File: config.mk
export PLATFORM = sky130hd
export DESIGN_NAME = mem_cmd_arbiter
export DESIGN_NICKNAME = d
export VERILOG_FILES = /design/src/rtl/mem_cmd_arbiter.sv
export SDC_FILE = /design/constraint.sdc
export NUM_CORES = 1
export LEC_CHECK = 0
export BUFFER_PORTS_ARGS = -buffer_cell sky130_fd_sc_hd__buf_2
export CAP_MARGIN = 15
export CORE_MARGIN = 2
export CORE_UTILIZATION = 46
export DETAILED_ROUTE_END_ITERATION = 16
export PLACE_DENSITY_LB_ADDON = 0.15
export SLEW_MARGIN = 5
export SYNTH_ARGS = -nofsm -noshare
export SYNTH_HDL_FRONTEND = slang
export SYNTH_SLANG_ARGS = --single-unit
File: constraint.sdc
create_clock -name clk -period 3.1 [get_ports clk]
set_input_delay 0.31 -clock clk [delete_from_list [all_inputs] [get_ports clk]]
set_output_delay 0.31 -clock clk [all_outputs]
set_load 0.02 [all_outputs]
File: src/rtl/mem_cmd_arbiter.sv
// mem_cmd_arbiter: round-robin owner of the flash FSM command/data port.
// The grant is held from command issue until op-done or abort.
module mem_cmd_arbiter #(
    parameter int NREQ   = 3,
    parameter int ADDR_W = 24
) (
    input  logic                     clk,
    input  logic                     rst_n,
    input  logic [NREQ-1:0]          in_req_valid,
    input  logic [2*NREQ-1:0]        in_req_opcode,
    input  logic [NREQ-1:0]          in_req_enc_type,
    input  logic [ADDR_W*NREQ-1:0]   in_req_addr,
    output logic [NREQ-1:0]          out_req_ready,
    input  logic [NREQ-1:0]          in_req_wdata_valid,
    input  logic [8*NREQ-1:0]        in_req_wdata,
    output logic [NREQ-1:0]          out_req_wdata_ready,
    output logic [NREQ-1:0]          out_req_rdata_valid,
    output logic [7:0]               out_req_rdata,
    input  logic [NREQ-1:0]          in_req_rdata_ready,
    output logic                     out_cmd_valid,
    output logic [1:0]               out_cmd_opcode,
    output logic                     out_cmd_enc_type,
    output logic [ADDR_W-1:0]        out_cmd_addr,
    input  logic                     in_fsm_cmd_ready,
    output logic                     out_wr_data_valid,
    output logic [7:0]               out_wr_data,
    input  logic                     in_fsm_data_ready,
    input  logic                     in_rd_data_valid,
    input  logic [7:0]               in_rd_data,
    output logic                     out_rd_ready,
    input  logic                     in_op_done,
    input  logic                     in_abort,
    output logic [NREQ-1:0]          out_grant,
    output logic                     out_busy
);
    localparam int IW = $clog2(NREQ);

    typedef enum logic [1:0] {
        ARB_IDLE,
        ARB_ISSUE,
        ARB_ACTIVE,
        ARB_RELEASE
    } arb_state_t;

    arb_state_t    state;
    arb_state_t    state_nx;
    logic [IW-1:0] rr_last;
    logic [IW-1:0] gnt_idx;
    logic [IW-1:0] pick_idx;
    logic [IW-1:0] cand;
    logic          pick_found;
    logic [NREQ-1:0] pick_oh;

    function automatic logic [IW-1:0] rr_step(
        input logic [IW-1:0] base,
        input int            step
    );
        int k;
        k = int'(base) + step;
        if (k >= NREQ) k = k - NREQ;
        return IW'(k);
    endfunction

    // First valid requester strictly after the previous owner, wrapping.
    always_comb begin
        pick_found = 1'b0;
        pick_idx   = '0;
        cand       = '0;
        for (int i = 1; i <= NREQ; i++) begin
            cand = rr_step(rr_last, i);
            if (!pick_found && in_req_valid[cand]) begin
                pick_found = 1'b1;
                pick_idx   = cand;
            end
        end
        pick_oh           = '0;
        pick_oh[pick_idx] = 1'b1;
    end

    always_comb begin
        state_nx = state;
        unique case (state)
            ARB_IDLE: begin
                if (pick_found) state_nx = ARB_ISSUE;
            end
            ARB_ISSUE: begin
                if (in_abort)              state_nx = ARB_RELEASE;
                else if (in_fsm_cmd_ready) state_nx = ARB_ACTIVE;
            end
            ARB_ACTIVE: begin
                if (in_op_done || in_abort) state_nx = ARB_RELEASE;
            end
            ARB_RELEASE: state_nx = ARB_IDLE;
            default:     state_nx = ARB_IDLE;
        endcase
    end

    always_ff @(posedge clk or negedge rst_n) begin
        if (!rst_n) begin
            state            <= ARB_IDLE;
            rr_last          <= IW'(NREQ - 1);
            gnt_idx          <= '0;
            out_grant        <= '0;
            out_req_ready    <= '0;
            out_cmd_valid    <= 1'b0;
            out_cmd_opcode   <= '0;
            out_cmd_enc_type <= 1'b0;
            out_cmd_addr     <= '0;
        end else begin
            state         <= state_nx;
            out_req_ready <= '0;
            case (state)
                ARB_IDLE: begin
                    if (pick_found) begin
                        gnt_idx          <= pick_idx;
                        out_grant        <= pick_oh;
                        out_cmd_valid    <= 1'b1;
                        out_cmd_opcode   <=
                            in_req_opcode[2*int'(pick_idx) +: 2];
                        out_cmd_enc_type <= in_req_enc_type[pick_idx];
                        out_cmd_addr     <=
                            in_req_addr[ADDR_W*int'(pick_idx) +: ADDR_W];
                    end
                end
                ARB_ISSUE: begin
                    // Abort wins over a same-cycle accept: no ready pulse.
                    if (in_abort) begin
                        out_cmd_valid <= 1'b0;
                    end else if (in_fsm_cmd_ready) begin
                        out_cmd_valid <= 1'b0;
                        out_req_ready <= out_grant;
                    end
                end
                ARB_RELEASE: begin
                    rr_last   <= gnt_idx;
                    out_grant <= '0;
                end
                default: ;
            endcase
        end
    end

    always_comb begin
        out_wr_data_valid   = 1'b0;
        out_wr_data         = '0;
        out_req_wdata_ready = '0;
        out_req_rdata_valid = '0;
        out_req_rdata       = '0;
        out_rd_ready        = 1'b0;
        if (state == ARB_ACTIVE) begin
            out_wr_data_valid   = in_req_wdata_valid[gnt_idx];
            out_wr_data         = in_req_wdata[8*int'(gnt_idx) +: 8];
            out_req_wdata_ready = {NREQ{in_fsm_data_ready}} & out_grant;
            out_req_rdata_valid = {NREQ{in_rd_data_valid}} & out_grant;
            out_req_rdata       = in_rd_data;
            out_rd_ready        = in_req_rdata_ready[gnt_idx];
        end
    end

    assign out_busy = (state != ARB_IDLE);

endmodule

==> reports/results.ini, run 1 <==
[status]
status=complete, no violations

[place]
finalWeightedCongestion=0.8413
place_area_mm2=0.004522
dp_hpwl_mm=7.692
dpl_worst_slack_ps=291.2
portBuffers=187

[drt]
num_vias=3848
wl_mm=10.65
drt-wirelength-per-cell_um=15.49
ant_nets=0
drt-initial-drc-count=205
highest_layer=met5
avgViaCountPerCell=5.593
route.met2.wl_mm=5.149
dr.pass1.iters=4
post-route-drc-count=0
wl_met3_um=776
drt-met1-wl_mm=4.626

[grt]
grt_pass1_vias=3636
grt_usage_pct=24.66
grt-ovfl-total=0
grt_max_degree=41
antenna_found_initial=1
grt_pass1_wl_mm=17.25

[pwr]
peakVddDrop_mv=0.6200
p_per_area_mw_per_mm2=1156
p_leak_nw=2.314

[die]
initial_utilization_pct=46.60
ioPinCount=188
die_y_um=91.78
rows=32
dieWidth_um=91.78
die_area_mm2=0.008424
core-area_mm2=0.007607

[timing]
period_minus_slack_ps=2812
max_freq_mhz=355.6
fin_setup_tns_ps=0
drv_slew=0
relSlewSlack_pct=34.53
finalHoldViolations=0
skew_ps=10.16
hold-worst-slack_ps=169.8
worst_pin_slew_ps=980.0
setup_viol_count_final=0
finalCritPeriodShare_pct=90.70
rsz0062_at_grt=no
setup_slack_ps=288.2

[flow_run]
maxCapViolCount=0

[synth]
synthesis.yosys.warnings=0
synth_cells=417
ys_top_cells_by_area=dfrtp_1 28%, a311oi_2 8.0%, nand2_1 7.0%, o31ai_2 6.7%, o32ai_1 6.7%
syn_area_mm2=0.003545
synthesis.nets=555
syn_area_per_cell_um2=8.500
yosys_most_used_dff=dfrtp_1
synth_largest_area_cell=dfrtp_1
ys_seq_elements=40
synth_edf_count=0
async_flop_share_pct=100.0
synth_seq_area_share_pct=28.27
ys_types=50
yosysTopAreaCellShare_pct=27.53

[worst_setup_path]
cp_top_family=simple AND/OR/NAND/NOR gates
worst_setup_path_end_kind=flip-flop
path_buf_inv=1
worstPathCellList=inv_1 > ha_1 > nor4b_2 > a22oi_1 > nor2b_4 > a311oi_2 > o31ai_2
critPathMaxStageDelay_ps=790
arrival_ps=3030
start_kind=flip-flop
path_max_fanout=28
critPathKind=reg2reg
crit_path_top_delay_cell=nor2b_4
required_ps=3320

[cts]
post-cts-setup-buffer-count=0
cts-resized-gates=0
htree_levels=2
ctsHoldBuffers=0
cts_sinks=40
cts_buffer_depth=2
clk_pin_slew_ps=90
insertion_delay_ps=300
cts_tree=built
cts_made_buffers=5
root_buffer=clkbuf_8

[cells_and_area]
multiInputGateArea_mm2=0.002293
nFillCells=728
drive_gt1_share_pct=44.71
diodes=0
area_delta_synth_final_pct=31.13
nets=723
final_cell_area_mm2=0.004648
regArea_mm2=0.001002

[min_path]
min_path_type=in2async

-- layout make-up --
cell class / count / area share, %
sequential: 40 / 21.56
tap: 102 / 2.746
inverter: 10 / 0.8075
clock inverter: 1 / 0.6460
multi-input combinational: 326 / 49.34
timing repair buffer: 202 / 22.83
clock buffer: 7 / 2.073
-- through the flow --
| stage | util (%) | power [mW] | instances |
|---|---|---|---|
| floorplan | - | 4.039 | 417 |
| global placement | 59.44 | 4.827 | 680 |
| detailed placement | 59.44 | 4.915 | 680 |
| CTS | 61.10 | 5.401 | 688 |
| global route | 61.10 | 5.783 | 688 |
| finish | 61.10 | 5.374 | 688 |
-- cells in the mapped netlist (2+ instances only) --
library cell / number
o32ai_1: 27
ha_1: 9
buf_6: 5
a31oi_1: 2
a311oi_1: 8
nor2b_1: 3
o31ai_2: 19
o21ai_0: 6
dfrtp_1: 39
buf_2: 9
and3_1: 7
inv_1: 10
nor4b_2: 2
nand3_1: 29
a22oi_1: 2
nand2_1: 66
nor2_1: 52
mux2i_1: 12
nand2b_1: 6
o21ai_1: 4
clkbuf_1: 22
a21oi_1: 11
and2_1: 11
nor3_1: 2
a311oi_2: 19
buf_4: 4
o31ai_1: 8
-- logic make-up after synthesis --
logic type / after synthesis / synth area share [%]
AND/OR/NAND/NOR: 185 / 24.29
AO/OA/AOI/OAI: 118 / 32.72
buffers and inverters: 51 / 7.518
flip-flops: 40 / 28.27
multiplexers: 14 / 4.024
adder cells (fa/ha/maj): 9 / 3.177
-- cells in the final DEF (no fill, tap or decap), types with 4 or more instances in the layout --
| cell | Yosys | layout |
|---|---|---|
| nor2_1 | 52 | 52 |
| a21oi_1 | 11 | 11 |
| inv_1 | 10 | 10 |
| a311oi_1 | 8 | 8 |
| buf_2 | 9 | 187 |
| and3_1 | 7 | 7 |
| ha_1 | 9 | 9 |
| and2_1 | 11 | 11 |
| o21ai_1 | 4 | 4 |
| nand3_1 | 29 | 29 |
| a311oi_2 | 19 | 19 |
| clkbuf_8 | 0 | 7 |
| o31ai_1 | 8 | 8 |
| o21ai_0 | 6 | 6 |
| o32ai_1 | 27 | 27 |
| dfrtp_1 | 39 | 39 |
| o31ai_2 | 19 | 19 |
| buf_4 | 4 | 14 |
| mux2i_1 | 12 | 12 |
| nand2_1 | 66 | 66 |
| nand2b_1 | 6 | 5 |
-- flip-flops by register name (all words and copies together), names as in the netlist --
signal,cells
out_cmd_opcode,2
out_req_ready,3
out_cmd_valid,1
out_cmd_enc_type,1
gnt_idx,2
out_cmd_addr,24
state,2
rr_last,2
out_grant,3
-- metal layers --
layer	up-vias	GRT usage [%]
met5	-	0
met4	2	5.224
met3	9	5.341
met2	155	42.52
met1	1805	31.84
li1	1877	-
-- report_power, final --
part           total (mW)  internal (mW)  switching (mW)
combinational        3.94           1.52            2.42
sequential          0.955          0.771           0.184
clock               0.484          0.285           0.200
-- worst paths after layout --
path / from / to / slack, ps / cells after the start
worst max-delay path: rr_last[1] / out_cmd_addr[22] / 290 / 7
worst min-delay path: rst_n / out_grant[1] / 170 / 1
worst max register to register: rr_last[1] / out_cmd_addr[22] / 290 / 7
min in group clk: in_req_addr[64] / out_cmd_addr[16] / 300 / 3
max in group asynchronous: rst_n / gnt_idx[1] / 2340 / 1
worst min register to register: out_cmd_addr[10] / out_cmd_addr[10] / 480 / 2
Note: power is estimated with default switching activity, not from simulation.
==> run 2: changes to the inputs <==
CELL_PAD_IN_SITES_DETAIL_PLACEMENT = 1   (was not set)
CELL_PAD_IN_SITES_GLOBAL_PLACEMENT = 1   (was not set)
CORE_UTILIZATION = 32   (was 46)
==> run 2 against run 1 <==
  * Die area is 42% higher
  * Non-clock buffer count is 1 lower
  * Hold slack better by 4.9 ps
  * Sequential share of layout area is 0.26 points lower
  * Wire length is 20% higher
  * Register-to-register slack worse by 20 ps
  * Sequential cell count stayed put
  * Highest routed layer is now met4
  * First-iteration DRC count is 14% lower
  * Largest power group unchanged
==> reports/results.ini, run 2 (synthesis results as in run 1) <==
[status]
status=complete, no violations  ; unchanged

[worst_setup_path]
required_ps=3310  ; was 3320 ps
arrival_ps=3040  ; was 3030 ps
start_kind=flip-flop  ; unchanged
path_buf_inv=2  ; was 1
r2r-end=out_cmd_addr[16]  ; was out_cmd_addr[22]
critPathMaxStageDelay_ps=550  ; was 790 ps
timing.reg2reg.setup_slack_ps=260  ; was 290 ps
path_max_fanout=25  ; was 28
timing.rr.start=rr_last[1]  ; unchanged
worst_setup_path_end_kind=flip-flop  ; unchanged
cp_top_family=compound AO/OA/AOI/OAI gates  ; was simple AND/OR/NAND/NOR gates
critPathKind=reg2reg  ; unchanged
worstPathCellList=inv_1 > ha_1 > and3_1 > a211oi_4 > nand2b_2 > buf_12 > a311oi_1 > o31ai_1  ; was inv_1 > ha_1 > nor4b_2 > a22oi_1 > nor2b_4 > a311oi_2 > o31ai_2
crit_path_top_delay_cell=dfstp_2  ; was nor2b_4
r2r_cells=8  ; was 7

[timing]
drv_slew=0  ; unchanged
rsz0062_at_grt=no  ; unchanged
finalHoldViolations=0  ; unchanged
skew_ps=10.84  ; was 10.16 ps
fin_setup_tns_ps=0  ; unchanged
relSlewSlack_pct=31.80  ; was 34.53%
setup_viol_count_final=0  ; unchanged
period_minus_slack_ps=2835  ; was 2812 ps
worst_pin_slew_ps=1023  ; was 980.0 ps
max_freq_mhz=352.7  ; was 355.6 MHz
finalCritPeriodShare_pct=91.45  ; was 90.70%

[pwr]
peakVddDrop_mv=0.5247  ; was 0.6200 mV
p_per_area_mw_per_mm2=1173  ; was 1156 mW/mm^2
p_leak_nw=2.316  ; was 2.314 nW

[cts]
cts_made_buffers=5  ; unchanged
cts_sinks=40  ; unchanged
insertion_delay_ps=310  ; was 300 ps
ctsHoldBuffers=0  ; unchanged
htree_levels=2  ; unchanged
root_buffer=clkbuf_8  ; unchanged
cts_tree=built  ; unchanged
cts_buffer_depth=2  ; unchanged
clk_pin_slew_ps=100  ; was 90 ps
post-cts-setup-buffer-count=0  ; unchanged
cts-resized-gates=0  ; unchanged

[cells_and_area]
nets=723  ; unchanged
final_util_pct=43.40  ; was 61.10%
drive_gt1_share_pct=44.71  ; unchanged
nFillCells=1377  ; was 728
final_cell_area_mm2=0.004705  ; was 0.004648 mm^2
final_cell_mix=187 x buf_2, 66 x nand2_1, 52 x nor2_1  ; unchanged
top_register=out_cmd_addr  ; unchanged
largestRegisters=out_cmd_addr: 24 flops, out_grant: 3 flops, out_req_ready: 3 flops  ; unchanged
diodes=0  ; unchanged
largest_reg_flops=24  ; unchanged
area_delta_synth_final_pct=32.72  ; was 31.13%
final_common_cell=buf_2  ; unchanged

[drt]
drt-wirelength-per-cell_um=17.68  ; was 15.49 um
drt-initial-drc-count=176  ; was 205
dr.pass1.iters=4  ; unchanged
wl_mm=12.84  ; was 10.65 mm
ant_nets=0  ; unchanged
post-route-drc-count=0  ; unchanged
avgViaCountPerCell=5.404  ; was 5.593
num_vias=3923  ; was 3848

[die]
dieWidth_um=109.2  ; was 91.78 um
initial_utilization_pct=32.70  ; was 46.60%
ioPinCount=188  ; unchanged
die_area_mm2=0.01193  ; was 0.008424 mm^2
rows=38  ; was 32
die_y_um=109.2  ; was 91.78 um
core-area_mm2=0.01084  ; was 0.007607 mm^2

[grt]
grt_pass1_vias=3994  ; was 3636
grt_usage_pct=21.21  ; was 24.66%
grt_pass1_wl_mm=20.09  ; was 17.25 mm
grt-ovfl-total=0  ; unchanged
grt_max_degree=60  ; was 41
antenna_found_initial=0  ; was 1

[place]
place_area_mm2=0.004574  ; was 0.004522 mm^2
finalWeightedCongestion=0.7737  ; was 0.8413
dp_hpwl_mm=9.202  ; was 7.692 mm
portBuffers=187  ; unchanged

[min_path]
min_path_type=in2async  ; unchanged

[flow_run]
maxCapViolCount=0  ; unchanged

## run 2: report_power, final
group	switching [mW]	leakage, nW	internal, mW
sequential	0.195	0.498	0.770
clock	0.226	0.0583	0.243
combinational	2.54	1.76	1.54
## run 2: area by class of cell
| class | instances | area [um^2] | area share, % |
|---|---|---|---|
| Inverter | 10 | 37.54 | 0.7979 |
| Clock inverter | 3 | 47.55 | 1.011 |
| Multi-Input combinational cell | 327 | 2307 | 49.04 |
| Tap cell | 140 | 175.2 | 3.723 |
| Clock buffer | 5 | 68.82 | 1.463 |
| Timing Repair Buffer | 201 | 1066 | 22.66 |
| Sequential cell | 40 | 1002 | 21.30 |
## run 2: per-layer routing
metal	wire, um	share of wire, %	global-route usage [%]	vias up
met5	0	0	0	-
met4	150	1.2	3.797	0
met3	922	7.2	4.603	13
met2	6195	48	37.49	134
met1	5568	43	26.75	1896
li1	-	-	-	1880
## run 2: worst max-delay path by stage
| stage | startpoint | end | slack (ps) | cells past startpoint |
|---|---|---|---|---|
| after floorplan | rr_last[1] | out_cmd_addr[0] | 660 | 7 |
| after global routing | rr_last[1] | state[1] | 40 | 7 |
| after detailed placement | rr_last[1] | out_cmd_addr[17] | 100 | 7 |
| after CTS | rr_last[1] | out_cmd_addr[16] | 60 | 7 |
| final | rr_last[1] | out_cmd_addr[16] | 260 | 8 |
| after global placement | rr_last[1] | out_cmd_addr[17] | 230 | 7 |
## run 2: metrics by stage
step | cells | power, mW | setup slack, ps | hold WS (ps)
2_1_floorplan | 417 | 4.039 | 655.8 | 14.41
3_3_place_gp | 717 | 4.929 | 231.8 | 465.1
3_5_place_dp | 717 | 5.059 | 96.03 | 471.5
4_1_cts | 725 | 5.544 | 58.07 | 217.7
5_1_grt | 726 | 5.972 | 42.99 | 238.7
6_report | 726 | 5.519 | 264.9 | 174.7
==> run 3: changes to the inputs <==
ABC_AREA = 1   (was not set)
CORE_UTILIZATION = 29   (was 32)
==> run 3 against run 2 <==
  * Hold slack got worse by 15 ps
  * Combinational power decreased by 12%
  * Highest routed layer unchanged
  * Clock skew increased by 1.4 ps
  * Wire length decreased by 11%
  * Non-clock buffer count decreased by 11
  * Fmax increased by 3.1%
  * Global-route usage decreased by 0.52 points
==> reports/results.ini, run 3 <==
[synth]
synthesis.nets=603  ; was 555
synth_edf_count=0  ; unchanged
syn_area_mm2=0.003079  ; was 0.003545 mm^2
yosys_most_used_dff=dfrtp_1  ; unchanged
yosysTopAreaCellShare_pct=31.69  ; was 27.53%
ys_top_cells_by_count=80 x inv_1, 74 x nand2_1, 63 x nand3_1  ; was 66 x nand2_1, 52 x nor2_1, 39 x dfrtp_1
synth_most_common_cell=inv_1  ; was nand2_1
synth_seq_area_share_pct=32.55  ; was 28.27%
async_flop_share_pct=100.0  ; unchanged
synthesis.yosys.warnings=0  ; unchanged
synth_largest_area_cell=dfrtp_1  ; unchanged
ys_seq_elements=40  ; unchanged
ys_top_cells_by_area=dfrtp_1 32%, nand3_1 10%, inv_1 9.8%, a21oi_1 9.4%, nand2_1 9.0%  ; was dfrtp_1 28%, a311oi_2 8.0%, nand2_1 7.0%, o31ai_2 6.7%, o32ai_1 6.7%
synth_cells=465  ; was 417
syn_area_per_cell_um2=6.622  ; was 8.500 um^2
ys_types=30  ; was 50

[die]
core-area_mm2=0.01032  ; was 0.01084 mm^2
ioPinCount=188  ; unchanged
die_y_um=107.0  ; was 109.2 um
dieWidth_um=107.0  ; was 109.2 um
initial_utilization_pct=29.83  ; was 32.70%
rows=37  ; was 38
die_area_mm2=0.01146  ; was 0.01193 mm^2

[grt]
antenna_found_initial=0  ; unchanged
grt_max_degree=41  ; was 60
grt_usage_pct=20.69  ; was 21.21%
grt_pass1_wl_mm=19.11  ; was 20.09 mm
grt_pass1_vias=3872  ; was 3994
grt-ovfl-total=0  ; unchanged

[drt]
dr.pass1.iters=4  ; unchanged
drt-initial-drc-count=124  ; was 176
drt-wirelength-per-cell_um=14.76  ; was 17.68 um
avgViaCountPerCell=4.725  ; was 5.404
wl_mm=11.44  ; was 12.84 mm
num_vias=3662  ; was 3923
ant_nets=0  ; unchanged
post-route-drc-count=0  ; unchanged

[cells_and_area]
final_cell_area_mm2=0.004139  ; was 0.004705 mm^2
largestRegisters=out_cmd_addr: 24 flops, out_grant: 3 flops, out_req_ready: 3 flops  ; unchanged
nets=777  ; was 723
layoutNonFillerInstCount=775  ; was 726
final_common_cell=buf_2  ; unchanged
top_register=out_cmd_addr  ; unchanged
largest_reg_flops=24  ; unchanged
diodes=0  ; unchanged
area_delta_synth_final_pct=34.42  ; was 32.72%
drive_gt1_share_pct=35.52  ; was 44.71%
final_cell_mix=187 x buf_2, 80 x inv_1, 74 x nand2_1  ; was 187 x buf_2, 66 x nand2_1, 52 x nor2_1

[worst_setup_path]
start_kind=flip-flop  ; unchanged
arrival_ps=2970  ; was 3040 ps
path_buf_inv=3  ; was 2
cp_top_family=simple AND/OR/NAND/NOR gates  ; was compound AO/OA/AOI/OAI gates
crit_path_top_delay_cell=ha_1  ; was dfstp_2
critPathMaxStageDelay_ps=530  ; was 550 ps
path_max_fanout=28  ; was 25
worst_setup_path_end_kind=flip-flop  ; unchanged
critPathKind=reg2reg  ; unchanged
required_ps=3320  ; was 3310 ps
worstPathCellList=inv_1 > ha_1 > inv_4 > nand2_2 > nand3_2 > nand2_2 > nand2_4 > inv_2 > nand2_2 > nand2_4 > nand2_4 > nand2_1 > nand3_1 > a21oi_1  ; was inv_1 > ha_1 > and3_1 > a211oi_4 > nand2b_2 > buf_12 > a311oi_1 > o31ai_1

[timing]
max_freq_mhz=363.8  ; was 352.7 MHz
period_minus_slack_ps=2749  ; was 2835 ps
skew_ps=12.27  ; was 10.84 ps
relSlewSlack_pct=33.87  ; was 31.80%
finalHoldViolations=0  ; unchanged
fin_setup_tns_ps=0  ; unchanged
setup_slack_ps=351.1  ; was 264.9 ps
setup_viol_count_final=0  ; unchanged
drv_slew=0  ; unchanged
finalCritPeriodShare_pct=88.68  ; was 91.45%
worst_pin_slew_ps=992.0  ; was 1023 ps
rsz0062_at_grt=no  ; unchanged

[cts]
root_buffer=clkbuf_8  ; unchanged
ctsHoldBuffers=0  ; unchanged
post-cts-setup-buffer-count=0  ; unchanged
htree_levels=2  ; unchanged
cts_tree=built  ; unchanged
cts_made_buffers=5  ; unchanged
cts_sinks=40  ; unchanged
cts-resized-gates=0  ; unchanged
cts_buffer_depth=2  ; unchanged
insertion_delay_ps=300  ; was 310 ps
clk_pin_slew_ps=100  ; about the same

[place]
place_area_mm2=0.004058  ; was 0.004574 mm^2
numPlacedInstances=768  ; was 717
portBuffers=187  ; unchanged
dp_hpwl_mm=8.690  ; was 9.202 mm
finalWeightedCongestion=0.8287  ; was 0.7737
dpl_worst_slack_ps=349.4  ; was 96.03 ps

[pwr]
peakVddDrop_mv=0.4868  ; was 0.5247 mV
intPower_mw=2.039  ; was 2.556 mW
p_sw_share_pct=58.52  ; was 53.69%
comb_power_share_pct=73.4  ; was 74.0%
p_per_area_mw_per_mm2=1187  ; was 1173 mW/mm^2
p_leak_nw=2.408  ; was 2.316 nW
power_frac_seq_pct=19.2  ; was 17.5%
power_frac_clock_pct=7.4  ; was 8.5%
p_sw_mw=2.876  ; was 2.963 mW

[min_path]
min_path_type=in2async  ; unchanged

[flow_run]
maxCapViolCount=0  ; unchanged

[status]
status=complete, no violations  ; unchanged

run 3: cell types whose count changed in the layout (fill, tap and decap cells not counted), moves of 19 or more:
cell      before  now
nand3_1       29   63
inv_1         10   80
a21oi_1       11   58
o32ai_1       27    0
a311oi_2      19    0
o31ai_2       19    0
run 3: cell families after synthesis:
family,Yosys count,share of synthesized area [%]
simple gates,216,31.74
buf+inv,108,15.32
compound gates,92,16.74
flops,40,32.55
fa+ha+maj,9,3.657
run 3: cell type report:
| class | count | area, um^2 |
|---|---|---|
| well taps | 136 | 170.2 |
| clock inverters | 2 | 12.51 |
| repair buffers | 190 | 958.4 |
| fillers | 1429 | 6185 |
| flip-flops and latches | 40 | 1002 |
| clock buffers | 5 | 68.82 |
| multi-input cells | 317 | 1605 |
| inverters | 85 | 321.6 |
run 3: final timing paths:
| path | from | end | slack [ps] | depth (start not counted) |
|---|---|---|---|---|
| hold / removal | rst_n | out_cmd_addr[22] | 160 | 1 |
| setup reg to reg | rr_last[0] | out_cmd_addr[15] | 350 | 14 |
| setup / recovery | rr_last[0] | out_cmd_addr[15] | 350 | 14 |
| hold reg to reg | out_cmd_valid | out_cmd_valid | 510 | 2 |
| max in group asynchronous | rst_n | out_cmd_valid | 2310 | 1 |
| min in group clk | in_req_addr[50] | out_cmd_addr[2] | 300 | 3 |
run 3: routing by layer:
layer  part of all wire, %  vias to the layer above  global-route usage [%]
li1                      -                     1810                       -
met5                     0                        -                       0
met3                   5.8                        7                   3.100
met2                    50                      127                   37.75
met4                  0.66                        0                   3.154
met1                    43                     1718                   26.12
run 3: power by group through the flow:
| stage | sequential (mW) | clock, mW | combinational (mW) |
|---|---|---|---|
| global placement | 0.946 | 0 | 3.56 |
| global route | 0.982 | 0.398 | 4.09 |
| CTS | 0.946 | 0.377 | 3.66 |
| finish | 0.945 | 0.364 | 3.61 |
| detailed placement | 0.951 | 0 | 3.66 |
| floorplan | 1.14 | 0 | 2.62 |
run 3: metrics by stage:
stage	total power, mW	utilization [%]	hold slack, ps
final	4.914	40.09	159.3
after global routing	5.468	40.09	241.7
after CTS	4.988	40.09	201.2
after detailed placement	4.614	39.30	491.9
after global placement	4.503	39.30	472.3
after floorplan	3.762	-	14.41
